[config.mk]
export PLATFORM = sky130hd
export DESIGN_NAME = fifo_wr_ctrl
export DESIGN_NICKNAME = d
export VERILOG_FILES = /design/src/rtl/fifo_pkg.sv /design/src/rtl/fifo_gray2bin.sv /design/src/rtl/fifo_wr_ctrl.sv
export SDC_FILE = /design/constraint.sdc
export NUM_CORES = 1
export LEC_CHECK = 0
export ABC_AREA = 0
export CORE_MARGIN = 1
export CORE_UTILIZATION = 40
export DETAILED_ROUTE_END_ITERATION = 8
export PLACE_DENSITY = 0.78
export SYNTH_ARGS = -nofsm -noshare
export SYNTH_HDL_FRONTEND = slang
export SYNTH_SLANG_ARGS = --single-unit
[constraint.sdc]
create_clock -name wclk -period 2.6 [get_ports wclk]
set_clock_uncertainty 0.2 [all_clocks]
set_input_delay 0.52 -clock wclk [delete_from_list [all_inputs] [get_ports wclk]]
set_output_delay 0.52 -clock wclk [all_outputs]
set_load 0.1 [all_outputs]
[src/rtl/fifo_pkg.sv]
`default_nettype none
// ============================================================================
// Module      : fifo_pkg
// Description : Shared constants and Gray/binary helpers for the async FIFO
//               pointer logic.
// Revision    : 1.0 - initial release
// ============================================================================
package fifo_pkg;

    // Default memory address width (DEPTH = 2**ADDRSIZE)
    localparam int unsigned C_ADDRSIZE_DEFAULT = 4;

    // Binary to reflected-Gray conversion
    function automatic logic [31:0] bin2gray(input logic [31:0] bin);
        return bin ^ (bin >> 1);
    endfunction

    // Reflected-Gray to binary conversion (XOR prefix from the MSB down)
    function automatic logic [31:0] gray2bin(input logic [31:0] gray);
        logic [31:0] bin;
        bin[31] = gray[31];
        for (int i = 30; i >= 0; i--) begin
            bin[i] = bin[i+1] ^ gray[i];
        end
        return bin;
    endfunction

endpackage : fifo_pkg
`default_nettype wire

[src/rtl/fifo_gray2bin.sv]
`default_nettype none
// ============================================================================
// Module      : fifo_gray2bin
// Description : Combinational Gray-to-binary converter of parameterized
//               width, built as an XOR prefix chain from the MSB.
// Revision    : 1.0 - initial release
// ============================================================================
module fifo_gray2bin #(
    parameter int unsigned WIDTH = 5
) (
    input  logic [WIDTH-1:0] i_gray,
    output logic [WIDTH-1:0] o_bin
);

    // MSB passes straight through; every lower bit folds in the bit above
    assign o_bin[WIDTH-1] = i_gray[WIDTH-1];

    generate
        for (genvar gi = 0; gi < WIDTH - 1; gi++) begin : g_bits
            assign o_bin[gi] = o_bin[gi+1] ^ i_gray[gi];
        end
    endgenerate

endmodule : fifo_gray2bin
`default_nettype wire

[src/rtl/fifo_wr_ctrl.sv]
`default_nettype none
// ============================================================================
// Module      : fifo_wr_ctrl
// Description : Write-side pointer/flag controller of an asynchronous FIFO.
//               Keeps binary and Gray write pointers, registered full,
//               fill-level and almost-full flags, and an optional sticky
//               overflow flag.
// Config      : define FIFO_WOVERFLOW_EN to build the sticky woverflow
//               register; otherwise woverflow is tied low.
// Revision    : 1.0 - initial release
// ============================================================================
module fifo_wr_ctrl
    import fifo_pkg::*;
#(
    parameter int unsigned ADDRSIZE     = C_ADDRSIZE_DEFAULT,
    parameter int unsigned AFULL_THRESH = 12
) (
    input  logic                wclk,
    input  logic                wrst,
    input  logic                winc,
    input  logic [ADDRSIZE:0]   wq2_rptr,
    output logic [ADDRSIZE-1:0] waddr,
    output logic                wclken,
    output logic [ADDRSIZE:0]   wptr,
    output logic                wfull,
    output logic [ADDRSIZE:0]   wlevel,
    output logic                walmost_full,
    output logic                woverflow
);

    localparam logic [ADDRSIZE:0] C_AFULL = (ADDRSIZE + 1)'(AFULL_THRESH);

    logic [ADDRSIZE:0] wbin_q,  wbin_d;
    logic [ADDRSIZE:0] wptr_q,  wptr_d;
    logic              wfull_q, wfull_d;
    logic [ADDRSIZE:0] wlevel_q, wlevel_d;
    logic              wafull_q, wafull_d;
    logic [ADDRSIZE:0] w_rbin;
    logic [ADDRSIZE:0] w_full_cmp;

    // Synchronized read pointer back to binary for the level subtraction
    fifo_gray2bin #(
        .WIDTH (ADDRSIZE + 1)
    ) u_rptr_g2b (
        .i_gray (wq2_rptr),
        .o_bin  (w_rbin)
    );

    // Write pointer equals read pointer with its two MSBs inverted when the
    // FIFO holds exactly DEPTH entries (Gray-domain full test).
    assign w_full_cmp = {~wq2_rptr[ADDRSIZE:ADDRSIZE-1], wq2_rptr[ADDRSIZE-2:0]};

    // Memory-side outputs come straight from the pointer register; a write
    // is accepted only when not full and not held in reset.
    assign waddr  = wbin_q[ADDRSIZE-1:0];
    assign wclken = winc & ~wfull_q & ~wrst;

    // Next-state pointers and flags derived from the accepted write
    always_comb begin
        wbin_d   = wbin_q + {{ADDRSIZE{1'b0}}, wclken};
        wptr_d   = (wbin_d >> 1) ^ wbin_d;
        wfull_d  = (wptr_d == w_full_cmp);
        wlevel_d = wbin_d - w_rbin;
        wafull_d = (wlevel_d >= C_AFULL);
    end

    // Pointer and flag registers with synchronous reset
    always_ff @(posedge wclk) begin
        if (wrst) begin
            wbin_q   <= '0;
            wptr_q   <= '0;
            wfull_q  <= 1'b0;
            wlevel_q <= '0;
            wafull_q <= 1'b0;
        end else begin
            wbin_q   <= wbin_d;
            wptr_q   <= wptr_d;
            wfull_q  <= wfull_d;
            wlevel_q <= wlevel_d;
            wafull_q <= wafull_d;
        end
    end

    assign wptr         = wptr_q;
    assign wfull        = wfull_q;
    assign wlevel       = wlevel_q;
    assign walmost_full = wafull_q;

`ifdef FIFO_WOVERFLOW_EN
    logic woverflow_q, woverflow_d;

    // Overflow latches on any write attempt against a full FIFO
    always_comb begin
        woverflow_d = woverflow_q | (winc & wfull_q);
    end

    // Sticky overflow register, cleared only by reset
    always_ff @(posedge wclk) begin
        if (wrst) begin
            woverflow_q <= 1'b0;
        end else begin
            woverflow_q <= woverflow_d;
        end
    end

    assign woverflow = woverflow_q;
`else
    assign woverflow = 1'b0;
`endif

endmodule : fifo_wr_ctrl
`default_nettype wire

==> metrics.txt <==
worst path arrival time 2500 ps; pre-CTS WS -673 ps; Hold Violations, Final 0; Clock Path Buffers 2; power density cells 656 nW/µm²; GR Util All Layers 18.8%; post-detail-place hpwl 1380 µm; Max Freq 396 MHz; CTS tree done; max cap viols 0; Storage cell area 324 µm²; Seq cells post-synth 16; Clock transition at path regs 90 ps; FFs w/ async S/R, synth 0%; crit-path most repeated cell xor2_2; synth warn 0; gpl congestion 0.822; chip width 46.6 µm; Final min period 2530 ps; total number of vias 680; Synth area leaders dfxtp_1, ha_1, xnor2_1; Port Buffers 24; worst endpoint required time 2570 ps; largest net degree at the start of global routing 17; peak supply drop 0.000397 V; TritonCTS Buffers 3; number of synthesized flops with an enable pin 0; Post-Syn Instances 79; TritonCTS Sinks 16; Multi-input gate area 592 µm²; total congestion overflow 0; synthesized area 797 µm²; drt total wl 1800 µm; crit end category flop; final worst-path cycle share 97.2%; final net count 144; Critical Path Max Stage Delay 240 ps; Comb power frac 50.9%; Most Crowded Layer GR met2; CP cell instances buf_2, xnor2_4, xor2_2, xor2_2, xnor2_2, ha_4, fa_2, inv_2, a21o_1, a21oi_2, xor2_1, nor2_1; vias per cell 4.47; DRT iter0 DRCs 8; total nets after synthesis 95; Worst Hold Class input port to flop; root buf cell clkbuf_4; worst setup margin 72.0 ps; row cnt 15; post-synth top area share 40.2%; most common cell in the netlist dfxtp_1; Worst path slowest cell xor2_2; R2R depth 9; max-slew violation count 0; M1 GR Usage 21.2%; layout cells sized above 1 53.5%; CTS Hold Bufs 0; first-pass GRT wire length 2760 µm; antenna-violating nets left 0; Clk pwr share 18.2%; Clk Latency, worst-skew pair 280 ps; number of antenna repair diodes 0; final setup violation count 0; Pre-antenna DRT Iters 4; Starting Density 44.2%; H-tree depth 1; leak pwr 0.000628 µW; Critical Path Source Type input port; Final Instance Area 1370 µm²; Die Footprint 2170 µm²; routed len/inst 11.8 µm; vias in the first global route 653; crit path max fanout 2; Net Sw Power 390 µW; synthesized area per cell 10.1 µm²; Net Sw Frac 43.4%; met3 Resource Use GR 1.57%; P&R area growth vs syn 71.9%; CORE AREA 1800 µm²; IO Pins 26; Synth cell types 20; placed inst area 1270 µm²; Seq pwr share 31.0%; CP Class input port to flop; Synth area leader dfxtp_1; synth cell count leaders dfxtp_1, nor2_1, xnor2_1, xor2_1, ha_1; met2 Track Usage GR 33.1%; Int Power 509 µW; sequential area share after synthesis 40.2%; drt drc 0; status complete, no violations; fill count 127; Synth Flop Type dfxtp_1; initial antenna violation count 0; worst hold path stage count 3; die height 46.6 µm
[sequential cells by signal (all words and copies together), names as in the netlist]
register,flops
wfull,1
wbin_q,5
wlevel,5
wptr,4
walmost_full,1
[cells in the final DEF (no fill, tap or decap), drive strengths merged]
cell type	instances
a2111oi	1
a21o	2
a21oi	2
buf	41
clkbuf	5
clkdlybuf4s50	2
conb	1
dfxtp	16
dlygate4sd2	2
fa	1
ha	7
inv	6
nand2	1
nand3	3
nor2	11
nor2b	3
nor3b	1
o2bb2ai	1
or3	1
xnor2	10
xor2	10
[layer usage]
metal / share of wire (%) / wire (µm) / vias up
met1: 42 / 758 / 318
met2: 55 / 982 / 18
li1: - / - / 342
met3: 2.1 / 37 / 2
met4: 1.1 / 20 / 0
met5: 0 / 0 / -
[power by group through the flow]
stage	clock network (µW)	registers [µW]	logic, µW
5_1_grt	177	280	482
3_5_place_dp	0	284	429
6_report	163	278	457
2_1_floorplan	0	470	132
3_3_place_gp	0	284	423
4_1_cts	165	278	445
[worst max-delay path: cells and delay by family]
kind | cells | cell delay (ps)
xor+xnor | 5 | 1030
compound gates | 2 | 320
fa+ha+maj | 2 | 380
buf+inv | 2 | 180
simple gates | 1 | 90
[final cells by class]
cell class	count	share of cell area, %
tap	25	2.28
clock buffer	4	2.65
timing repair buffer	46	26.6
inverter	6	1.64
multi-input combinational	55	43.2
sequential	16	23.7
[through the flow]
step | instances | utilization (%) | hold slack, ps | total power, µW | setup TNS (ps)
6_report | 152 | 76.0 | 479 | 899 | 0
5_1_grt | 152 | 76.0 | 495 | 939 | -63.1
4_1_cts | 152 | 74.4 | 510 | 889 | 0
3_5_place_dp | 144 | 70.7 | 501 | 713 | -3000
3_3_place_gp | 144 | 70.7 | 492 | 707 | -2640
2_1_floorplan | 79 | - | 380 | 602 | -3170
[cells by family (layout without fill, tap and decap cells)]
| group | after synthesis | in the layout | synth area share [%] |
|---|---|---|---|
| compound gates | 6 | 6 | 6.12 |
| buf+inv | 8 | 56 | 4.24 |
| other cells | 1 | 1 | 0.471 |
| flops | 16 | 16 | 40.2 |
| fa+ha+maj | 8 | 8 | 13.5 |
| simple gates | 20 | 20 | 11.6 |
| xor+xnor | 20 | 20 | 23.9 |
[path summary, 6_finish.rpt]
path / to / slack [ps] / startpoint
worst min-delay path: wfull$_SDFF_PP0_ / 480 / wrst
worst max-delay path: wlevel[4]$_SDFF_PP0_ / 70 / wq2_rptr[3]
worst min register to register: wbin_q[4]$_SDFF_PP0_ / 520 / wbin_q[4]$_SDFF_PP0_
worst max register to register: wlevel[4]$_SDFF_PP0_ / 240 / wfull$_SDFF_PP0_
[timing repair]
action | CTS | global route
setup endpoints to repair | 6 | 2
gates resized for setup | 13 | 9
pin swaps | 12 | 12
buffers inserted | 4 | 0
cloned | 0 | 0
Power figures use the tool's default switching activity.
